$ cat src/rtl/ram_arbiter_if.sv
// rtl/ram_arbiter_if.sv - requester and RAM signal bundle for ram_arbiter
interface ram_arbiter_if #(
   parameter int AW = 16,
   parameter int DW = 8
);
   logic          vid_req;
   logic [AW-1:0] vid_adr;
   logic          vid_gnt;
   logic [DW-1:0] vid_rdata;
   logic          vid_rvalid;

   logic          cpu_req;
   logic          cpu_we;
   logic [AW-1:0] cpu_adr;
   logic [DW-1:0] cpu_wdata;
   logic          cpu_gnt;
   logic [DW-1:0] cpu_rdata;
   logic          cpu_rvalid;
   logic          cpu_wait;

   logic          kbd_req;
   logic [AW-1:0] kbd_adr;
   logic [DW-1:0] kbd_wdata;
   logic          kbd_gnt;

   logic          mem_en;
   logic          mem_we;
   logic [AW-1:0] mem_adr;
   logic [DW-1:0] mem_dbo;
   logic [DW-1:0] mem_dbi;

   modport slave (
      input  vid_req, vid_adr,
      input  cpu_req, cpu_we, cpu_adr, cpu_wdata,
      input  kbd_req, kbd_adr, kbd_wdata,
      input  mem_dbi,
      output vid_gnt, vid_rdata, vid_rvalid,
      output cpu_gnt, cpu_rdata, cpu_rvalid, cpu_wait,
      output kbd_gnt,
      output mem_en, mem_we, mem_adr, mem_dbo
   );

   modport master (
      output vid_req, vid_adr,
      output cpu_req, cpu_we, cpu_adr, cpu_wdata,
      output kbd_req, kbd_adr, kbd_wdata,
      output mem_dbi,
      input  vid_gnt, vid_rdata, vid_rvalid,
      input  cpu_gnt, cpu_rdata, cpu_rvalid, cpu_wait,
      input  kbd_gnt,
      input  mem_en, mem_we, mem_adr, mem_dbo
   );
endinterface

$ cat src/rtl/ram_arbiter.sv
// rtl/ram_arbiter.sv - single-port RAM arbiter for video, CPU and keyboard requesters
module ram_arbiter #(
   parameter int AW      = 16,
   parameter int DW      = 8,
   parameter int RD_LAT  = 1,
   parameter int VID_MAX = 4
) (
   input  logic        CLOCK_50,
   input  logic        res,
   ram_arbiter_if.slave bus
);
   localparam int RW = $clog2(VID_MAX + 1);

   logic          r_run;
   logic [RW-1:0] r_vid_run;
   logic          r_rr_kbd;
   logic          r_mem_en;
   logic          r_mem_we;
   logic [AW-1:0] r_mem_adr;
   logic [DW-1:0] r_mem_dbo;
   logic [DW-1:0] r_vid_rdata;
   logic [DW-1:0] r_cpu_rdata;
   logic          r_vid_rvalid;
   logic          r_cpu_rvalid;
   logic [RD_LAT:0] r_tag_v;
   logic [RD_LAT:0] r_tag_cpu;

   logic w_any_ck;
   logic w_vid_win;
   logic w_vid_gnt;
   logic w_cpu_gnt;
   logic w_kbd_gnt;
   logic w_xfer;

   // r_run holds grants off until the first edge that sees res high
   always_comb begin
      w_any_ck  = bus.cpu_req | bus.kbd_req;
      w_vid_win = bus.vid_req & ((r_vid_run < RW'(VID_MAX)) | ~w_any_ck);
      w_vid_gnt = r_run & res & w_vid_win;
      w_cpu_gnt = r_run & res & ~w_vid_win & bus.cpu_req & (~bus.kbd_req | r_rr_kbd);
      w_kbd_gnt = r_run & res & ~w_vid_win & bus.kbd_req & (~bus.cpu_req | ~r_rr_kbd);
      w_xfer    = w_vid_gnt | w_cpu_gnt | w_kbd_gnt;
   end

   assign bus.vid_gnt    = w_vid_gnt;
   assign bus.cpu_gnt    = w_cpu_gnt;
   assign bus.kbd_gnt    = w_kbd_gnt;
   assign bus.cpu_wait   = res & bus.cpu_req & ~w_cpu_gnt;
   assign bus.mem_en     = r_mem_en;
   assign bus.mem_we     = r_mem_we;
   assign bus.mem_adr    = r_mem_adr;
   assign bus.mem_dbo    = r_mem_dbo;
   assign bus.vid_rdata  = r_vid_rdata;
   assign bus.cpu_rdata  = r_cpu_rdata;
   assign bus.vid_rvalid = r_vid_rvalid;
   assign bus.cpu_rvalid = r_cpu_rvalid;

   always_ff @(posedge CLOCK_50) begin
      if (!res) begin
         r_run        <= 1'b0;
         r_vid_run    <= '0;
         r_rr_kbd     <= 1'b1;
         r_mem_en     <= 1'b0;
         r_mem_we     <= 1'b0;
         r_mem_adr    <= '0;
         r_mem_dbo    <= '0;
         r_vid_rdata  <= '0;
         r_cpu_rdata  <= '0;
         r_vid_rvalid <= 1'b0;
         r_cpu_rvalid <= 1'b0;
         r_tag_v      <= '0;
         r_tag_cpu    <= '0;
      end else begin
         r_run    <= 1'b1;
         r_mem_en <= w_xfer;
         r_mem_we <= w_kbd_gnt | (w_cpu_gnt & bus.cpu_we);

         if (w_vid_gnt) begin
            r_mem_adr <= bus.vid_adr;
            r_mem_dbo <= '0;
         end else if (w_cpu_gnt) begin
            r_mem_adr <= bus.cpu_adr;
            r_mem_dbo <= bus.cpu_wdata;
         end else if (w_kbd_gnt) begin
            r_mem_adr <= bus.kbd_adr;
            r_mem_dbo <= bus.kbd_wdata;
         end

         if (w_cpu_gnt | w_kbd_gnt | ~w_any_ck)
            r_vid_run <= '0;
         else if (w_vid_gnt && (r_vid_run < RW'(VID_MAX)))
            r_vid_run <= r_vid_run + 1'b1;

         if (w_cpu_gnt)
            r_rr_kbd <= 1'b0;
         else if (w_kbd_gnt)
            r_rr_kbd <= 1'b1;

         // only reads enter the return pipe; the last stage lines up with mem_dbi
         r_tag_v[0]   <= w_vid_gnt | (w_cpu_gnt & ~bus.cpu_we);
         r_tag_cpu[0] <= w_cpu_gnt;
         for (int i = 1; i <= RD_LAT; i++) begin
            r_tag_v[i]   <= r_tag_v[i-1];
            r_tag_cpu[i] <= r_tag_cpu[i-1];
         end

         r_vid_rvalid <= r_tag_v[RD_LAT] & ~r_tag_cpu[RD_LAT];
         r_cpu_rvalid <= r_tag_v[RD_LAT] & r_tag_cpu[RD_LAT];
         if (r_tag_v[RD_LAT] & ~r_tag_cpu[RD_LAT])
            r_vid_rdata <= bus.mem_dbi;
         if (r_tag_v[RD_LAT] & r_tag_cpu[RD_LAT])
            r_cpu_rdata <= bus.mem_dbi;
      end
   end
endmodule

$ cat src/flat_wrapper.sv
// flat-port wrapper written by rule: the top's interface ports become plain ports
module ram_arbiter_flat 
#(
   parameter int AW      = 16,
   parameter int DW      = 8,
   parameter int RD_LAT  = 1,
   parameter int VID_MAX = 4
)
  (CLOCK_50, res, bus_vid_req, bus_vid_adr, bus_cpu_req, bus_cpu_we, bus_cpu_adr, bus_cpu_wdata, bus_kbd_req, bus_kbd_adr, bus_kbd_wdata, bus_mem_dbi, bus_vid_gnt, bus_vid_rdata, bus_vid_rvalid, bus_cpu_gnt, bus_cpu_rdata, bus_cpu_rvalid, bus_cpu_wait, bus_kbd_gnt, bus_mem_en, bus_mem_we, bus_mem_adr, bus_mem_dbo);
  ram_arbiter_if #(.AW(AW), .DW(DW)) bus_i ();
  input  logic CLOCK_50;
  input  logic res;
  input wire logic [$bits(bus_i.vid_req)-1:0] bus_vid_req;
  input wire logic [$bits(bus_i.vid_adr)-1:0] bus_vid_adr;
  input wire logic [$bits(bus_i.cpu_req)-1:0] bus_cpu_req;
  input wire logic [$bits(bus_i.cpu_we)-1:0] bus_cpu_we;
  input wire logic [$bits(bus_i.cpu_adr)-1:0] bus_cpu_adr;
  input wire logic [$bits(bus_i.cpu_wdata)-1:0] bus_cpu_wdata;
  input wire logic [$bits(bus_i.kbd_req)-1:0] bus_kbd_req;
  input wire logic [$bits(bus_i.kbd_adr)-1:0] bus_kbd_adr;
  input wire logic [$bits(bus_i.kbd_wdata)-1:0] bus_kbd_wdata;
  input wire logic [$bits(bus_i.mem_dbi)-1:0] bus_mem_dbi;
  output wire logic [$bits(bus_i.vid_gnt)-1:0] bus_vid_gnt;
  output wire logic [$bits(bus_i.vid_rdata)-1:0] bus_vid_rdata;
  output wire logic [$bits(bus_i.vid_rvalid)-1:0] bus_vid_rvalid;
  output wire logic [$bits(bus_i.cpu_gnt)-1:0] bus_cpu_gnt;
  output wire logic [$bits(bus_i.cpu_rdata)-1:0] bus_cpu_rdata;
  output wire logic [$bits(bus_i.cpu_rvalid)-1:0] bus_cpu_rvalid;
  output wire logic [$bits(bus_i.cpu_wait)-1:0] bus_cpu_wait;
  output wire logic [$bits(bus_i.kbd_gnt)-1:0] bus_kbd_gnt;
  output wire logic [$bits(bus_i.mem_en)-1:0] bus_mem_en;
  output wire logic [$bits(bus_i.mem_we)-1:0] bus_mem_we;
  output wire logic [$bits(bus_i.mem_adr)-1:0] bus_mem_adr;
  output wire logic [$bits(bus_i.mem_dbo)-1:0] bus_mem_dbo;
  assign bus_i.vid_req = bus_vid_req;
  assign bus_i.vid_adr = bus_vid_adr;
  assign bus_i.cpu_req = bus_cpu_req;
  assign bus_i.cpu_we = bus_cpu_we;
  assign bus_i.cpu_adr = bus_cpu_adr;
  assign bus_i.cpu_wdata = bus_cpu_wdata;
  assign bus_i.kbd_req = bus_kbd_req;
  assign bus_i.kbd_adr = bus_kbd_adr;
  assign bus_i.kbd_wdata = bus_kbd_wdata;
  assign bus_i.mem_dbi = bus_mem_dbi;
  assign bus_vid_gnt = bus_i.vid_gnt;
  assign bus_vid_rdata = bus_i.vid_rdata;
  assign bus_vid_rvalid = bus_i.vid_rvalid;
  assign bus_cpu_gnt = bus_i.cpu_gnt;
  assign bus_cpu_rdata = bus_i.cpu_rdata;
  assign bus_cpu_rvalid = bus_i.cpu_rvalid;
  assign bus_cpu_wait = bus_i.cpu_wait;
  assign bus_kbd_gnt = bus_i.kbd_gnt;
  assign bus_mem_en = bus_i.mem_en;
  assign bus_mem_we = bus_i.mem_we;
  assign bus_mem_adr = bus_i.mem_adr;
  assign bus_mem_dbo = bus_i.mem_dbo;
  ram_arbiter #(.AW(AW), .DW(DW), .RD_LAT(RD_LAT), .VID_MAX(VID_MAX)) u_core (.CLOCK_50(CLOCK_50), .res(res), .bus(bus_i));
endmodule
$ cat config.mk
export PLATFORM = sky130hd
export DESIGN_NAME = ram_arbiter_flat
export DESIGN_NICKNAME = d
export VERILOG_FILES = /design/src/rtl/ram_arbiter_if.sv /design/src/rtl/ram_arbiter.sv /design/src/flat_wrapper.sv
export SDC_FILE = /design/constraint.sdc
export NUM_CORES = 1
export LEC_CHECK = 0
export CORE_MARGIN = 2
export CORE_UTILIZATION = 34
export DETAILED_ROUTE_END_ITERATION = 10
export PLACE_DENSITY = 0.87
export RECOVER_POWER = 50
export SLEW_MARGIN = 15
export SYNTH_ARGS = -nofsm -noshare
export SYNTH_HDL_FRONTEND = slang
export SYNTH_SLANG_ARGS = --single-unit
$ cat constraint.sdc
create_clock -name CLOCK_50 -period 1.4 [get_ports CLOCK_50]
set_clock_uncertainty 0.15 [all_clocks]
set_input_delay 0.28 -clock CLOCK_50 [delete_from_list [all_inputs] [get_ports CLOCK_50]]
set_output_delay 0.28 -clock CLOCK_50 [all_outputs]
set_load 0.01 [all_outputs]
### After elaboration in Yosys (flattened, before gate mapping)

Cells that the tools add are included.

| storage, ports and cells | value |
|---|---|
| register bits after elaboration | 53 |
| bits of input ports | 78 |
| output and inout bits | 48 |
| logic and storage cells | 61 |

| operators by class | value |
|---|---|
| add/subtract/negate cells | 1 |
| order comparisons | 1 |
| mux-type cells | 8 |
| bitwise gates (word level) | 33 |
| reduce and logical (&&, ||, !) cells | 5 |

Operator list:

| kind | number |
|---|---|
| $mux W16 | 3 |
| $mux W8 | 2 |
| $and A1 B1 Y1 | 14 |
| $or A1 B1 Y1 | 10 |
| $not A1 Y1 | 9 |
| $reduce_or A2 Y1 | 2 |
| $add A3 B1 Y3 const B | 1 |
| $lt A3 B3 Y1 const B | 1 |
| $mux W1 | 3 |
| $reduce_bool A3 Y1 | 1 |
| $reduce_bool A2 Y1 | 1 |
| $logic_and A1 B1 Y1 | 1 |

### Depth between registers and ports, before layout

| depth | value |
|---|---|
| depth after elaboration | 11 |
| depth in mapped cells | 7 |
| gate-level depth less buffers | 4 |

### Worst setup path after synthesis

Ideal clock, no wire load.

| timing | value |
|---|---|
| path type | reg-to-output |
| start point | reg u_core.r_rr_kbd |
| end point | out bus_cpu_wait |
| data arrival time | 1.189 ns |
| slack | -0.219 ns |
| cell stages (with the launch flop) | 6 |
| buffers on the path | 1 |
| cells stage by stage | dfxtp_1 -> nand2b_1 -> nand2_2 -> buf_4 -> nor2_1 -> nor3_1 |

| between the ends | value |
|---|---|
| longest elaborated chain between the ends | 4 |

RTL lines:

| what | RTL line | RTL |
|---|---|---|
| start, declared | ram_arbiter.sv:16 | `logic r_rr_kbd;` |
| start signal, assigned | ram_arbiter.sv:62 | `r_rr_kbd <= 1'b1;` |
| start signal, assigned | ram_arbiter.sv:95 | `r_rr_kbd <= 1'b0;` |
| start signal, assigned | ram_arbiter.sv:97 | `r_rr_kbd <= 1'b1;` |
| $or A1 B1 Y1 | ram_arbiter.sv:40 | `w_cpu_gnt = r_run & res & ~w_vid_win & bus.cpu_req & (~bus.kbd_req \| r_rr_kbd);` |
| $and A1 B1 Y1 | ram_arbiter.sv:40 |  |
| via bus_cpu_gnt | flat_wrapper.sv:26 | `output wire logic [$bits(bus_i.cpu_gnt)-1:0] bus_cpu_gnt;` |
| $not A1 Y1 | ram_arbiter.sv:48 | `assign bus.cpu_wait = res & bus.cpu_req & ~w_cpu_gnt;` |
| $and A1 B1 Y1 | ram_arbiter.sv:48 |  |
| end, declared | flat_wrapper.sv:29 | `output wire logic [$bits(bus_i.cpu_wait)-1:0] bus_cpu_wait;` |

The timed path passes the listed nets, and every way through them passes these cells.

### Worst setup path after layout

| timing | value |
|---|---|
| start point | reg u_core.r_run |
| end point | out bus_cpu_wait |

| between the ends | value |
|---|---|
| longest elaborated chain between the ends | 6 |

RTL lines:

| what | RTL line | RTL |
|---|---|---|
| start, declared | ram_arbiter.sv:14 | `logic r_run;` |
| start signal, assigned | ram_arbiter.sv:60 | `r_run <= 1'b0;` |
| start signal, assigned | ram_arbiter.sv:74 | `r_run <= 1'b1;` |
| $and A1 B1 Y1 (4 in series) | ram_arbiter.sv:40 |  |
| $not A1 Y1 | ram_arbiter.sv:48 |  |
| $and A1 B1 Y1 | ram_arbiter.sv:48 |  |

No other way between the ends.

==> summary.md <==
| Metric | Value |
|---|---|
| Dominant cell type by area after synthesis | `dfxtp_1` |
| Drt drc | `0` |
| Unrepaired setup endpoints after global routing | `yes` |
| Cell-by-cell trace of the critical path | `nand2_2 > or2_4 > nor2_4 > nor3_4 > buf_2` |
| Final-stage net count | `478` |
| Run status | `finished, violations left` |
| Hold path depth | `1` |
| Maximum level of the CTS H-tree | `2` |
| R2R Path Start | `u_core.r_run$_DFF_P_` |
| Async S/R FF share, synth | `0` |
| Worst endpoint data arrival time | `1.29 ns` |
| Cell family with most CP delay | `simple AND/OR/NAND/NOR gates` |
| Final HPWL from detailed placement | `5.17 mm` |
| Crit path capture type | `output pin` |
| Number of global-route vias before repair | `about 2400` |
| Violated checks | `setup timing` |
| Largest fanout on the critical path | `4` |
| Clock transition at the register clock pins on the worst setup and hold paths after CTS | `roughly 0.1 ns` |
| Final Wtd Congestion | `0.798` |
| Detail-routed net length per standard cell | `15.1 um` |
| Post-Synthesis Mean Instance Area | `roughly 8.8 um^2` |
| Detail Route Antenna Nets | `0` |
| Setup Total Neg Slack | `-4.00 ns` |
| Pre-antenna DRT Iters | `4` |
| Cells on worst reg2reg path | `6` |
| Cell area after synthesis | `approximately 0.0022 mm^2` |
| Cell chosen for the clock root | `clkbuf_8` |
| Final min period | `1.72 ns` |
| Global-route congestion overflow total | `0` |
| Predominant post-synthesis flop cell | `dfxtp_1` |
| CP max stage delay | `approximately 0.35 ns` |
| Hold buffers post-CTS | `0` |
| Max Fclk | `approximately 0.58 GHz` |
| Wire length of the first global-routing pass | `between 10 and 15 mm` |
| Data required time at the worst endpoint | `slightly below 1 ns` |
| Capture instance of the worst register-to-register path | `u_core.bus.mem_adr[8]$_SDFFE_PN0P_` |
| Post-synth cell types | `33` |
| Syn_nets | `329` |
| Worst max-slew margin expressed relative to the limit | `0.790` |
| Number of buffers on the longest clock path | `2` |
| Flop-to-flop setup slack | `-0.18 ns` |
| Cell with the most instances after synthesis | `nand2_1` |
| Worst-margin pin slew | `around 0.31 ns` |
| Fin area | `0.00404 mm^2` |
| Hold path startpoint | `u_core.r_tag_cpu[0]$_SDFF_PN0_` |
| Area share of the largest cell type after synthesis | `0.484` |
| Startpoint kind of the worst setup timing path | `register` |
| Area of the placeable core | `about 0.0063 mm^2` |
| Worst-case setup slack after placement | `-0.921 ns` |
| Post-detailed-route via-to-cell ratio | `about 5.1` |
| Area growth, synth to finish | `84.2%` |
| Total detailed-routing wirelength | `slightly above 7 mm` |
| Final Core Density | `0.643` |
| DR vias | `~2400` |
| Hold slack final | `0.292 ns` |
| Fraction of final layout cells sized beyond drive strength 1 | `0.245` |
| Max-cap violation count | `0` |
| DIE AREA | `just over 0.007 mm^2` |
| Post-route fraction of the period consumed by the critical path | `1.23` |
| Leakage power figure | `approximately 0.0017 uW` |
| Critical path depth | `5` |
| VDD IR max | `between 400 and 500 uV` |
| Sum of buffers and inverters on the critical path | `1` |
| Path class of the lowest-slack min-delay path | `register to register` |
| Final max-slew violation count | `0` |
| Crit path kind | `register to output pin` |
| Cells after Synth | `250` |
| DR iter-0 viols | `just under 80` |
| Setup ws final | `-0.321 ns` |
| Sequential element share of the synthesized area | `0.484` |
| Filler cells | `roughly 540` |
| Slowest CP cell | `dfxtp_2` |
| Number of diodes added for antenna fixing | `0` |
| Placed Instance Area | `about 0.0037 mm^2` |
| Top post-synthesis cells by area | `dfxtp_1 48%, nand2_1 10%, o221ai_1 6.4%, a31oi_1 4.6%, a21oi_1 4.3%` |
| Number of enable flip-flop cells after synthesis | `0` |
| Total power divided by cell area | `slightly below 900 mW/mm^2` |
| Worst skew pair latency | `0.30 ns` |
| Die outline width | `~84 um` |
| Maximum number of pins on one net before global-route repair | `27` |
| Number of setup violations in the final report | `29` |
| CTS tree | `built` |
| TritonCTS sink count | `53` |
| Number of clock buffers inserted by TritonCTS | `5` |
| Port Buf Inserts | `about 130` |
| Std-Cell Rows | `29` |
| Top-Level Pins | `about 130` |
| Antenna violations before repair | `0` |
| Hold Vio Cnt, Final | `0` |
| Flop and latch count out of synthesis | `53` |
| Effective utilization at floorplan | `0.349` |
| End point of the most critical hold path | `u_core.r_tag_cpu[1]$_SDFF_PN0_` |
| Ys Warns | `0` |
| Die Height | `around 84 um` |
| GRT Total Usage | `0.200` |
| Leading post-synthesis cells by instance count | `61 x nand2_1, 53 x dfxtp_1, 19 x a21oi_1` |
==> cell families (layout without fill, tap and decap cells) <==
group,after synthesis,after routing,synth area share
mux,9,9,0.0417
simple gates,101,102,0.212
compound gates,64,64,0.199
buf+inv,22,171,0.0571
flops,53,53,0.484
fa+ha+maj,1,1,0.00571
==> per-layer routing <==
metal | GRT usage | wire, um
met1 | 0.232 | 2890
met5 | 0 | 0
met3 | 0.0600 | 519
met4 | 0.0308 | 57
met2 | 0.368 | 3750
==> worst max path at each step <==
| stage | start | endpoint | slack [ns] |
|---|---|---|---|
| after floorplan | u_core.r_run$_DFF_P_ | bus_cpu_wait | -0.05 |
| after global placement | res | bus_kbd_gnt | -0.90 |
| after detailed placement | res | bus_cpu_gnt | -0.92 |
| after CTS | u_core.r_vid_run[2]$_SDFFE_PP0P_ | bus_cpu_wait | -0.34 |
| after global routing | u_core.r_run$_DFF_P_ | bus_cpu_wait | -0.38 |
| final | u_core.r_run$_DFF_P_ | bus_cpu_wait | -0.32 |
==> flip-flops by register name, indices dropped and copies added, names as in the netlist <==
| signal | count |
|---|---|
| u_core.bus.cpu_rvalid | 1 |
| u_core.r_vid_run | 3 |
| u_core.r_rr_kbd | 1 |
| u_core.bus.mem_adr | 16 |
| u_core.r_tag_cpu | 2 |
| u_core.bus.mem_we | 1 |
| u_core.bus.vid_rvalid | 1 |
| u_core.bus.mem_dbo | 8 |
| u_core.bus.cpu_rdata | 8 |
| u_core.r_tag_v | 2 |
| u_core.bus.mem_en | 1 |
| u_core.bus.vid_rdata | 8 |
| u_core.r_run | 1 |
==> worst reg2reg max path: cells and delay by family (launching register included) <==
kind / cells / cell delay [ns]
flops: 1 / 0.35
simple gates: 3 / 0.58
buf+inv: 2 / 0.27
compound gates: 1 / 0.12
==> per-stage QoR <==
step                      total power, uW  cells
after floorplan                      1890    250
after global placement               2310    460
after detailed placement             2320    460
after CTS                            3540    473
after global routing                 3700    477
final                                3560    477
==> power breakdown <==
part | leakage, uW | switching (uW) | total [uW] | internal [uW]
logic | 0.00119 | 309 | 733 | 424
clock network | 0.0000681 | 503 | 1210 | 710
registers | 0.000434 | 39.0 | 1610 | 1570
==> cell type report <==
| class | instances | area (um^2) | area share |
|---|---|---|---|
| Tap cell | 77 | 96.3 | 0.0239 |
| Multi-Input combinational cell | 176 | 1220 | 0.302 |
| Clock inverter | 3 | 65.1 | 0.0161 |
| Inverter | 2 | 7.51 | 0.00186 |
| Sequential cell | 53 | 1070 | 0.264 |
| Clock buffer | 5 | 68.8 | 0.0170 |
| Timing Repair Buffer | 161 | 1510 | 0.375 |
==> what timing repair did <==
item | CTS | global route
endpoints found under the hold margin | 0 | 0
cloned | 3 | 0
pin swaps | 11 | 22
gates resized for setup | 95 | 46
setup buffers | 3 | 4
endpoints found under the setup margin | 74 | 44
==> cells in the final DEF (no fill, tap or decap), types with 2 or more instances in the layout <==
master,instances
buf_2,3
nor2_4,3
bufinv_16,2
and2_1,2
clkbuf_8,5
o221ai_1,8
clkdlybuf4s15_1,13
dfxtp_2,5
nor2_1,9
a31oi_1,15
a21oi_1,19
o21ai_0,2
mux2i_1,8
buf_4,26
o221ai_2,7
clkdlybuf4s50_1,73
nand2_1,57
nand2b_1,3
nor2b_4,2
nand2_2,4
dlygate4sd2_1,28
nor3_4,2
dfxtp_1,48
clkbuf_2,7
o2bb2ai_2,8
buf_12,2
buf_6,7
nand3_1,11
inv_1,2
No activity file was read; power rests on OpenSTA's default activity.
==> edit (same flow settings) <==
`VID_MAX` is set to 4 in 2 places; all go to 2.
--- a/src/rtl/ram_arbiter.sv
+++ b/src/rtl/ram_arbiter.sv
@@ -3,7 +3,7 @@
    parameter int AW      = 16,
    parameter int DW      = 8,
    parameter int RD_LAT  = 1,
-   parameter int VID_MAX = 4
+   parameter int VID_MAX = 2
 ) (
    input  logic        CLOCK_50,
    input  logic        res,
--- a/src/flat_wrapper.sv
+++ b/src/flat_wrapper.sv
@@ -4,7 +4,7 @@
    parameter int AW      = 16,
    parameter int DW      = 8,
    parameter int RD_LAT  = 1,
-   parameter int VID_MAX = 4
+   parameter int VID_MAX = 2
 )
   (CLOCK_50, res, bus_vid_req, bus_vid_adr, bus_cpu_req, bus_cpu_we, bus_cpu_adr, bus_cpu_wdata, bus_kbd_req, bus_kbd_adr, bus_kbd_wdata, bus_mem_dbi, bus_vid_gnt, bus_vid_rdata, bus_vid_rvalid, bus_cpu_gnt, bus_cpu_rdata, bus_cpu_rvalid, bus_cpu_wait, bus_kbd_gnt, bus_mem_en, bus_mem_we, bus_mem_adr, bus_mem_dbo);
   ram_arbiter_if #(.AW(AW), .DW(DW)) bus_i ();
Behaviour: not the same (Yosys sat finds a counterexample within 4 cycles, from zero or initial values).
==> edit against the original RTL <==
- design area increased by 1.4%
- worst setup slack improved by 0.051 ns
- routed wire length increased by 2.3%
- critical endpoint unchanged
- highest routed layer unchanged
- synthesized area increased by 6.6%
- clock power decreased by 25%
- total power decreased by 9.3%
- critical path depth decreased by 1
- cell count increased by 1.3%
- utilization decreased by 3.4 points
- the run still ends with negative setup slack left
- sequential cell count decreased by 1
==> edit: results (changes against the original RTL) <==
* Drt wl/cell at 15.3 um (+1.1%)
* Outcome: complete, but fails checks
* Sequential-to-total area share from yosys stat at 44.6% (-3.8 points)
* Setup repair bufs after CTS at 4 (+1)
* Worst slew pin tran at 0.618 ns (+0.303 ns)
* P per Cell Area at 789 nW/um2 (-11%)
* Seq pwr share at 49.2% (+3.9 points)
* CTS resizes at 89 (-6.3%)
* CP Max Fanout at 3 (-1)
* Filler cells at 554 (+3.6%)
* Worst vdd ir at 0.000344 V (-21%)
* Layout net count at 480 (+0.42%)
* Metal3 WL at 586 um (+13%)
* Met1 usage at 20.9% (-2.3 points)
* Hpwl dp at 5.38 mm (+4.1%)
* Vias at 2439 (+0.33%)
* Final worst slack at -0.270 ns (+0.0507 ns)
* Layout cell share with drive strength beyond 1 at 21.6% (-2.9 points)
* Synth top area cells: dfxtp_1 45%, a221oi_2 9.6%, nand2_1 9.3%, mux2i_1 6.4%, a21boi_0 5.1%
* GR Util All Layers at 19.2% (-0.74 points)
* Grt met3 use at 6.64% (+0.64 points)
* Synth-to-layout area growth at 75.2%
* Synthesized Nets at 332 (+0.91%)
* Vias in the first global route at 2471 (+0.94%)
* WS Path Type: reg2out
* Violated checks: negative setup slack
* Compound-gate portion of the synthesized area at 22.4% (+2.5 points)
* Largest net degree at the start of global routing at 28 (+3.7%)
* First DRT Iteration DRCs at 47 (-40%)
* Flop2flop setup slack at -0.22 ns (-0.04 ns)
* Met2 WL at 3.74 mm (-0.13%)
* GR Util met2 at 34.1% (-2.7 points)
* Wl on met1 at 2.92 mm (+0.97%)
* DP Area at 3800 um2 (+3.4%)
* Final setup fails at 29 (unchanged)
* Post-Route Setup TNS at -5.00 ns (-1.00 ns)
* Top cells by count, synth: 58 x nand2_1, 52 x dfxtp_1, 18 x nor2_1
* Net Sw Power at 0.000876 W (+2.8%)
==> edit: changes by cell type in the layout (fill, tap and decap cells not counted), sizes merged, moves of 4 or more <==
cell,change
clkdlybuf4s15,+11
o221ai,-8
nand2,-4
a31oi,-16
buf,-8
a21oi,-9
nor2,+4
o2bb2ai,-8
inv,+7
a21boi,+16
mux2i,+7
dlygate4sd2,-7
a221oi,+15
==> edit: area by class of cell <==
| type | count | area share (%) |
|---|---|---|
| clock buffer | 5 | 1.68 |
| clock inverter | 3 | 0.642 |
| inverter | 9 | 1.01 |
| multi-input combinational | 176 | 30.6 |
| sequential | 52 | 25.5 |
| tap | 80 | 2.45 |
| timing repair buffer | 158 | 38.1 |
==> edit: per-stage QoR <==
step | worst slack (ns) | hold WS (ns) | instances
after floorplan | -0.108 | 0.158 | 254
after global placement | -0.787 | 0.264 | 467
after detailed placement | -0.810 | 0.269 | 467
after CTS | -0.256 | 0.294 | 479
after global routing | -0.319 | 0.316 | 483
final | -0.270 | 0.294 | 483
